[config.mk]
export PLATFORM = sky130hd
export DESIGN_NAME = calc_key_sequencer
export DESIGN_NICKNAME = d
export VERILOG_FILES = /design/src/rtl/calc_pkg.sv /design/src/rtl/bin_to_bcd.sv /design/src/rtl/calc_key_sequencer.sv
export SDC_FILE = /design/constraint.sdc
export NUM_CORES = 1
export LEC_CHECK = 0
export CORE_ASPECT_RATIO = 0.9
export CORE_MARGIN = 4
export CORE_UTILIZATION = 48
export CTS_CLUSTER_SIZE = 12
export DETAILED_ROUTE_END_ITERATION = 7
export PLACE_DENSITY = 0.75
export SLEW_MARGIN = 20
export SYNTH_ARGS = -nofsm -noshare
export SYNTH_HDL_FRONTEND = slang
export SYNTH_HIERARCHICAL = 1
export SYNTH_SLANG_ARGS = --single-unit
[constraint.sdc]
create_clock -name clock -period 4.9 [get_ports clock]
set_input_delay 0.49 -clock clock [delete_from_list [all_inputs] [get_ports clock]]
set_output_delay 0.49 -clock clock [all_outputs]
set_load 0.02 [all_outputs]
[src/rtl/calc_pkg.sv]
// Shared key/status codes, sequencer state encoding and small helpers for the
// calculator keypad sequencer.
package calc_pkg;

    localparam logic [3:0] CMD_ADD  = 4'hA;
    localparam logic [3:0] CMD_SUB  = 4'hB;
    localparam logic [3:0] CMD_MUL  = 4'hC;
    localparam logic [3:0] CMD_NOP  = 4'hD;
    localparam logic [3:0] CMD_EQ   = 4'hE;
    localparam logic [3:0] CMD_BKSP = 4'hF;

    localparam logic [1:0] STAT_IDLE = 2'b00;
    localparam logic [1:0] STAT_BUSY = 2'b01;
    localparam logic [1:0] STAT_DONE = 2'b10;
    localparam logic [1:0] STAT_ERR  = 2'b11;

    localparam logic [1:0] OP_ADD = 2'b00;
    localparam logic [1:0] OP_SUB = 2'b01;
    localparam logic [1:0] OP_MUL = 2'b10;

    typedef enum logic [3:0] {
        ST_IDLE     = 4'd0,
        ST_CHECK    = 4'd1,
        ST_CONV_A   = 4'd2,
        ST_CONV_B   = 4'd3,
        ST_SEND_A   = 4'd4,
        ST_SEND_OP  = 4'd5,
        ST_SEND_B   = 4'd6,
        ST_SEND_EQ  = 4'd7,
        ST_WAIT_RES = 4'd8,
        ST_FINISH   = 4'd9
    } seq_state_t;

    // Operator select to key code; the illegal encoding maps to a harmless NOP.
    function automatic logic [3:0] op_code(input logic [1:0] sel);
        logic [3:0] code;
        case (sel)
            OP_ADD:  code = CMD_ADD;
            OP_SUB:  code = CMD_SUB;
            OP_MUL:  code = CMD_MUL;
            default: code = CMD_NOP;
        endcase
        return code;
    endfunction

    function automatic longint unsigned pow10(input int unsigned n);
        longint unsigned p;
        p = 64'd1;
        for (int unsigned i = 0; i < n; i++) begin
            p = p * 64'd10;
        end
        return p;
    endfunction

endpackage

[src/rtl/bin_to_bcd.sv]
// Sequential double-dabble converter: the start cycle performs the first shift,
// so a conversion takes exactly WIDTH cycles and done pulses right after.
module bin_to_bcd #(
    parameter int WIDTH  = 27,
    parameter int DIGITS = 8
) (
    input  logic                  clock,
    input  logic                  reset,
    input  logic                  start,
    input  logic [WIDTH-1:0]      bin,
    output logic                  done,
    output logic [4*DIGITS-1:0]   bcd
);

    localparam int BW = 4 * DIGITS;
    localparam int CW = $clog2(WIDTH + 1);

    logic [WIDTH-1:0] shift_r;
    logic [BW-1:0]    bcd_r;
    logic [BW-1:0]    adj_s;
    logic [CW-1:0]    cnt_r;
    logic             done_r;

    // Add-3 correction on every BCD digit that is 5 or more before the shift.
    always_comb begin
        adj_s = bcd_r;
        for (int d = 0; d < DIGITS; d++) begin
            adj_s[4*d +: 4] = (bcd_r[4*d +: 4] >= 4'd5) ? (bcd_r[4*d +: 4] + 4'd3)
                                                        : bcd_r[4*d +: 4];
        end
    end

    // Shift engine: load-and-first-shift on start, then WIDTH-1 further shifts.
    always_ff @(posedge clock) begin
        if (reset) begin
            shift_r <= '0;
            bcd_r   <= '0;
            cnt_r   <= '0;
            done_r  <= 1'b0;
        end else if (start) begin
            bcd_r   <= {{(BW-1){1'b0}}, bin[WIDTH-1]};
            shift_r <= {bin[WIDTH-2:0], 1'b0};
            cnt_r   <= CW'(WIDTH - 1);
            done_r  <= 1'b0;
        end else if (cnt_r != '0) begin
            bcd_r   <= {adj_s[BW-2:0], shift_r[WIDTH-1]};
            shift_r <= {shift_r[WIDTH-2:0], 1'b0};
            cnt_r   <= cnt_r - CW'(1);
            done_r  <= (cnt_r == CW'(1));
        end else begin
            done_r  <= 1'b0;
        end
    end

    assign done = done_r;
    assign bcd  = bcd_r;

endmodule

[src/rtl/calc_key_sequencer.sv]
// Keypad transmitter for calc_top: converts two operands to decimal and plays
// "A op B =" on cmd with fixed hold/gap timing, then waits for the result.
module calc_key_sequencer
    import calc_pkg::*;
#(
    parameter int WIDTH          = 27,
    parameter int DIGITS         = 8,
    parameter int HOLD_CYCLES    = 10,
    parameter int GAP_CYCLES     = 2,
    parameter int RESULT_TIMEOUT = 255
) (
    input  logic             clock,
    input  logic             reset,
    input  logic             req_valid,
    output logic             req_ready,
    input  logic [WIDTH-1:0] op_a,
    input  logic [WIDTH-1:0] op_b,
    input  logic [1:0]       op_sel,
    output logic [3:0]       cmd,
    input  logic [1:0]       status,
    output logic             busy,
    output logic             done,
    output logic             result_ok,
    output logic             req_error
);

    localparam int BW      = 4 * DIGITS;
    localparam int DIW     = (DIGITS > 1) ? $clog2(DIGITS) : 1;
    localparam int KEY_CYC = HOLD_CYCLES + GAP_CYCLES;
    localparam int TW      = $clog2(KEY_CYC + 1);
    localparam int WW      = $clog2(RESULT_TIMEOUT + 1);
    localparam longint unsigned MAX_VAL = pow10(DIGITS) - 64'd1;

    seq_state_t       state_r;
    logic [WIDTH-1:0] a_r, b_r;
    logic [1:0]       sel_r;
    logic [BW-1:0]    bcd_a_r, bcd_b_r;
    logic [DIW-1:0]   msd_a_r, msd_b_r, dig_idx_r;
    logic [TW-1:0]    tmr_r;
    logic [WW-1:0]    wait_r;
    logic [3:0]       cmd_r;
    logic             req_ready_r, busy_r, done_r, result_ok_r, req_error_r;

    logic             bad_s;
    logic             conv_start_s, conv_done_s;
    logic [WIDTH-1:0] conv_bin_s;
    logic [BW-1:0]    conv_bcd_s;
    logic [DIW-1:0]   msd_s;
    logic             key_last_s, hold_next_s;
    logic [3:0]       cur_code_s, nxt_code_s;
    seq_state_t       nxt_state_s;
    logic [DIW-1:0]   nxt_idx_s;

    bin_to_bcd #(
        .WIDTH  (WIDTH),
        .DIGITS (DIGITS)
    ) u_conv (
        .clock (clock),
        .reset (reset),
        .start (conv_start_s),
        .bin   (conv_bin_s),
        .done  (conv_done_s),
        .bcd   (conv_bcd_s)
    );

    // Request legality and converter sequencing: A starts on leaving CHECK, B as soon as A is done.
    always_comb begin
        bad_s = (sel_r == 2'b11) || (64'(a_r) > MAX_VAL) || (64'(b_r) > MAX_VAL);
        if (state_r == ST_CHECK) begin
            conv_bin_s   = a_r;
            conv_start_s = !bad_s;
        end else begin
            conv_bin_s   = b_r;
            conv_start_s = (state_r == ST_CONV_A) && conv_done_s;
        end
    end

    // Most significant non-zero digit index; zero still reports digit 0 so one '0' is sent.
    always_comb begin
        msd_s = '0;
        for (int i = 1; i < DIGITS; i++) begin
            msd_s = (conv_bcd_s[4*i +: 4] != 4'd0) ? DIW'(i) : msd_s;
        end
    end

    // Current key code and the key that follows it once its hold+gap window ends.
    always_comb begin
        key_last_s  = (tmr_r == TW'(KEY_CYC - 1));
        hold_next_s = (tmr_r <  TW'(HOLD_CYCLES - 1));
        cur_code_s  = CMD_NOP;
        nxt_code_s  = CMD_NOP;
        nxt_state_s = state_r;
        nxt_idx_s   = dig_idx_r;
        case (state_r)
            ST_SEND_A: begin
                cur_code_s = bcd_a_r[{dig_idx_r, 2'b00} +: 4];
                if (dig_idx_r == '0) begin
                    nxt_state_s = ST_SEND_OP;
                    nxt_code_s  = op_code(sel_r);
                end else begin
                    nxt_idx_s   = dig_idx_r - DIW'(1);
                    nxt_code_s  = bcd_a_r[{nxt_idx_s, 2'b00} +: 4];
                end
            end
            ST_SEND_OP: begin
                cur_code_s  = op_code(sel_r);
                nxt_state_s = ST_SEND_B;
                nxt_idx_s   = msd_b_r;
                nxt_code_s  = bcd_b_r[{msd_b_r, 2'b00} +: 4];
            end
            ST_SEND_B: begin
                cur_code_s = bcd_b_r[{dig_idx_r, 2'b00} +: 4];
                if (dig_idx_r == '0) begin
                    nxt_state_s = ST_SEND_EQ;
                    nxt_code_s  = CMD_EQ;
                end else begin
                    nxt_idx_s   = dig_idx_r - DIW'(1);
                    nxt_code_s  = bcd_b_r[{nxt_idx_s, 2'b00} +: 4];
                end
            end
            ST_SEND_EQ: begin
                cur_code_s  = CMD_EQ;
                nxt_state_s = ST_WAIT_RES;
                nxt_code_s  = CMD_NOP;
            end
            default: begin
                cur_code_s  = CMD_NOP;
            end
        endcase
    end

    // Sequencer FSM with all outputs registered.
    always_ff @(posedge clock) begin
        if (reset) begin
            state_r     <= ST_IDLE;
            a_r         <= '0;
            b_r         <= '0;
            sel_r       <= 2'b00;
            bcd_a_r     <= '0;
            bcd_b_r     <= '0;
            msd_a_r     <= '0;
            msd_b_r     <= '0;
            dig_idx_r   <= '0;
            tmr_r       <= '0;
            wait_r      <= '0;
            cmd_r       <= CMD_NOP;
            req_ready_r <= 1'b1;
            busy_r      <= 1'b0;
            done_r      <= 1'b0;
            result_ok_r <= 1'b0;
            req_error_r <= 1'b0;
        end else begin
            done_r <= 1'b0;
            case (state_r)
                ST_IDLE: begin
                    if (req_valid) begin
                        a_r         <= op_a;
                        b_r         <= op_b;
                        sel_r       <= op_sel;
                        req_ready_r <= 1'b0;
                        busy_r      <= 1'b1;
                        result_ok_r <= 1'b0;
                        req_error_r <= 1'b0;
                        state_r     <= ST_CHECK;
                    end else begin
                        state_r     <= ST_IDLE;
                    end
                end
                ST_CHECK: begin
                    if (bad_s) begin
                        state_r     <= ST_FINISH;
                        done_r      <= 1'b1;
                        result_ok_r <= 1'b0;
                        req_error_r <= 1'b1;
                    end else begin
                        state_r     <= ST_CONV_A;
                    end
                end
                ST_CONV_A: begin
                    if (conv_done_s) begin
                        bcd_a_r <= conv_bcd_s;
                        msd_a_r <= msd_s;
                        state_r <= ST_CONV_B;
                    end else begin
                        state_r <= ST_CONV_A;
                    end
                end
                ST_CONV_B: begin
                    if (conv_done_s) begin
                        bcd_b_r   <= conv_bcd_s;
                        msd_b_r   <= msd_s;
                        dig_idx_r <= msd_a_r;
                        tmr_r     <= '0;
                        cmd_r     <= bcd_a_r[{msd_a_r, 2'b00} +: 4];
                        state_r   <= ST_SEND_A;
                    end else begin
                        state_r   <= ST_CONV_B;
                    end
                end
                ST_SEND_A, ST_SEND_OP, ST_SEND_B, ST_SEND_EQ: begin
                    if (key_last_s) begin
                        tmr_r     <= '0;
                        wait_r    <= '0;
                        cmd_r     <= nxt_code_s;
                        dig_idx_r <= nxt_idx_s;
                        state_r   <= nxt_state_s;
                    end else begin
                        tmr_r     <= tmr_r + TW'(1);
                        cmd_r     <= hold_next_s ? cur_code_s : CMD_NOP;
                    end
                end
                ST_WAIT_RES: begin
                    cmd_r <= CMD_NOP;
                    case (status)
                        STAT_DONE: begin
                            state_r     <= ST_FINISH;
                            done_r      <= 1'b1;
                            result_ok_r <= 1'b1;
                            req_error_r <= 1'b0;
                        end
                        STAT_ERR: begin
                            state_r     <= ST_FINISH;
                            done_r      <= 1'b1;
                            result_ok_r <= 1'b0;
                            req_error_r <= 1'b0;
                        end
                        default: begin
                            if (wait_r == WW'(RESULT_TIMEOUT - 1)) begin
                                state_r     <= ST_FINISH;
                                done_r      <= 1'b1;
                                result_ok_r <= 1'b0;
                                req_error_r <= 1'b1;
                            end else begin
                                wait_r      <= wait_r + WW'(1);
                            end
                        end
                    endcase
                end
                ST_FINISH: begin
                    state_r     <= ST_IDLE;
                    req_ready_r <= 1'b1;
                    busy_r      <= 1'b0;
                    tmr_r       <= '0;
                    wait_r      <= '0;
                    cmd_r       <= CMD_NOP;
                end
                default: begin
                    state_r     <= ST_IDLE;
                    req_ready_r <= 1'b1;
                    busy_r      <= 1'b0;
                    cmd_r       <= CMD_NOP;
                end
            endcase
        end
    end

    assign cmd       = cmd_r;
    assign req_ready = req_ready_r;
    assign busy      = busy_r;
    assign done      = done_r;
    assign result_ok = result_ok_r;
    assign req_error = req_error_r;

endmodule
==> results.tsv <==
stage	metric	value	unit
clock_tree	clk_latency	520	ps
global_route	grt_pass1_wl	48380	µm
sta	slew_viol_final	0	
sta	setup_violations	0	
synthesis	synth_top_area_cell	dfxtp_1	
synthesis	synth_area_leaders	dfxtp_1 (38%), nand2_1 (11%), mux4_2 (8.8%)	
detailed_routing	remaining_drc_errors	0	
clock_tree	clkTransAtPathRegs	70	ps
clock_tree	post_cts_buffers	0	
hold_path	holdPathStages	2	
synthesis	synthArstFlopShare	0	%
layout	diodes	0	
power_and_ir_drop	ir_drop	0.0003542	V
clock_tree	cts.sinks	218	
hold_path	min_to	a_r[5]	
clock_tree	root_buffer	clkbuf_16	
detailed_routing	wl_per_cell	17.46	µm
worst_setup_path	worstSetupEndpointType	register	
worst_setup_path	arrival	3560	ps
floorplanning	core_area	23480	µm²
clock_tree	ctsLongestPathBuffers	3	
synthesis	synth_edf_count	0	
clock_tree	cts_tree	done	
layout	final_cell_mix	nand2_1 (325), dfxtp_1 (218), a21oi_1 (178)	
floorplanning	io_pins	70	
floorplanning	rows	53	
layout	final_cells	1699	
place	post-dp-hpwl	20260	µm
hold_path	hold_start	a_r[5]	
status	outcome	completed	
floorplanning	die_w	171.0	µm
worst_setup_path	crit_type	reg2reg	
worst_setup_path	r2r_start	dig_idx_r[1]	
power_and_ir_drop	clkPwrFrac	34.9	%
clock_tree	postCtsHoldBufs	0	
sta	slew_headroom	40.01	%
worst_setup_path	path_max_fanout	17	
sta	tns	0	ps
synthesis	yosys_warnings	6	
power_and_ir_drop	swShare	32.42	%
sta	finalHoldViolations	0	
job	drv_cap	0	
global_route	antenna_found_initial	0	
worst_setup_path	ff2ff_setup_slack	1760	ps
global_route	track_usage	21.81	%
place	port_buffers	69	
worst_setup_path	worstPathRequired	5320	ps
floorplanning	fp.dieArea	26470	µm²
synthesis	synth_ff_type	dfxtp_1	
layout	mostFrequentLayoutCell	nand2_1	
clock_tree	htree_levels	1	
synthesis	synth_top_area_share	38.00	%
synthesis	netlist_instances	1377	
sta	period_needed	3141	ps
worst_setup_path	crit_start	dig_idx_r[1]	
sta	tightestPinTransition	887.4	ps
detailed_routing	drtIter0Drc	1385	
synthesis	synth_fp_nets	1463	
power_and_ir_drop	power_frac_comb	22.7	%
clock_tree	cts_buffers	24	
global_route	grt_pass1_vias	9288	
sta	finalCritPeriodShare	64.11	%
sta	rsz0062_at_grt	false	
layout	nFillCells	2137	
synthesis	synth_area	11480	µm²
worst_setup_path	reg2reg_to	cmd[0]	
floorplanning	initial_core_util	48.92	%
detailed_routing	dr.pass1.iters	8	
layout	nets	1468	
detailed_routing	routed_via_density	5.973	
place	place_congestion	0.9830	
power_and_ir_drop	power.share.sequential	42.4	%
worst_setup_path	ff2ff_path_depth	8	
sta	fin_worst_skew	26.85	ps
synthesis	ys_seq_area_share	38.00	%
sta	worst_hold_slack	453.3	ps
floorplanning	die_y	154.7	µm
power_and_ir_drop	p_sw	1.631	mW
detailed_routing	wl	29660	µm
global_route	grt_overflow_total	0	
synthesis	ys_ff_latch	218	
power_and_ir_drop	powerDensity	390.0	nW/µm²
hold_path	worstHoldPathType	reg2reg	
synthesis	synth_area_per_cell	8.340	µm²
detailed_routing	via_count	10150	
global_route	grt_max_degree	75	
clock_tree	post_cts_resized	0	
sta	timing.fmax	318.3	MHz
place	placed_cells	1658	
synthesis	ys_types	76	
worst_setup_path	cp-start-kind	register	
detailed_routing	ant_nets	0	
power_and_ir_drop	p_leak	4.517	nW
layout	syn_to_final_growth	12.30	%
layout	drive_above_1_share	10.38	%
power_and_ir_drop	internal-power	3.398	mW
how the worst max path moves through the flow:
stage	cells after the start	endpoint	slack [ps]
after floorplan	10	cmd[3]	2250
after global placement	8	cmd[0]	1920
after detailed placement	8	cmd[0]	1820
after CTS	8	cmd[0]	1800
after global routing	8	cmd[0]	1570
final	8	cmd[0]	1760
worst max-delay path, cell delays in order (launching register included):
cell,delay (ps)
dfxtp_1,720
inv_1,290
ha_1,850
mux4_2,410
mux2_1,310
nand3_1,80
a31o_2,150
a32oi_1,60
o22a_1,170
synthesized netlist by cell type (9+ instances only):
master,number
a311oi_1,26
ha_1,25
nor3b_1,11
clkbuf_1,61
a21oi_1,178
o21ai_0,38
mux2i_1,21
nand2_1,325
dfxtp_1,218
buf_2,22
nand3_1,40
nor4_1,13
inv_1,30
mux2_2,34
or4_1,12
nor3_1,30
nand2b_1,14
a211oi_1,9
nand4_1,16
nor2_1,92
mux4_2,45
routing by layer:
metal	up-vias	share of wire, %	global-route usage [%]
li1	4893	-	-
met1	4795	46	32.76
met2	389	44	32.36
met3	71	7.4	3.578
met4	0	2.8	6.224
met5	-	0	0
power by group through the flow:
stage	clock network (mW)	logic [mW]	registers [mW]
global route	1.86	1.29	2.16
finish	1.75	1.14	2.13
detailed placement	0	1.13	2.17
CTS	1.78	1.14	2.13
floorplan	0	0.967	2.10
global placement	0	1.11	2.16
cells by family (layout without fill, tap and decap cells):
| family | Yosys count | in the layout | share of synthesized area [%] |
|---|---|---|---|
| AND/OR/NAND/NOR | 585 | 585 | 22.80 |
| AO/OA/AOI/OAI | 305 | 305 | 16.02 |
| flip-flops | 218 | 218 | 38.00 |
| buffers and inverters | 135 | 155 | 5.589 |
| multiplexers | 101 | 101 | 14.09 |
| adder cells (fa/ha/maj) | 25 | 25 | 2.724 |
| XOR/XNOR | 8 | 8 | 0.7736 |
through the flow:
stage / power, mW / cell area [µm²] / util, % / worst slack, ps
global route: 5.305 / 12900 / 54.94 / 1575
CTS: 5.051 / 12900 / 54.94 / 1803
finish: 5.029 / 12900 / 54.94 / 1759
global placement: 3.271 / 12150 / 51.74 / 1924
detailed placement: 3.299 / 12150 / 51.74 / 1822
floorplan: 3.067 / 11480 / - / 2246
flip-flops by register name, indices dropped and copies added, names as in the netlist, 4 cells and up:
register / count
a_r: 27
u_conv/shift_r: 26
wait_r: 8
state_r: 4
u_conv/bcd: 32
u_conv/cnt_r: 5
tmr_r: 4
b_r: 27
bcd_a_r: 32
cmd: 4
bcd_b_r: 32
cell type report:
cell class                      count  area [µm²]  share of cell area (%)
Timing Repair Buffer               84       800.8                   6.209
Inverter                           30       112.6                  0.8732
Sequential cell                   218        4364                   33.84
Clock inverter                      6       57.56                  0.4463
Clock buffer                       35       693.2                   5.375
Tap cell                          302       377.9                   2.930
Multi-Input combinational cell   1024        6490                   50.33
(Power assumes the default switching activity.)
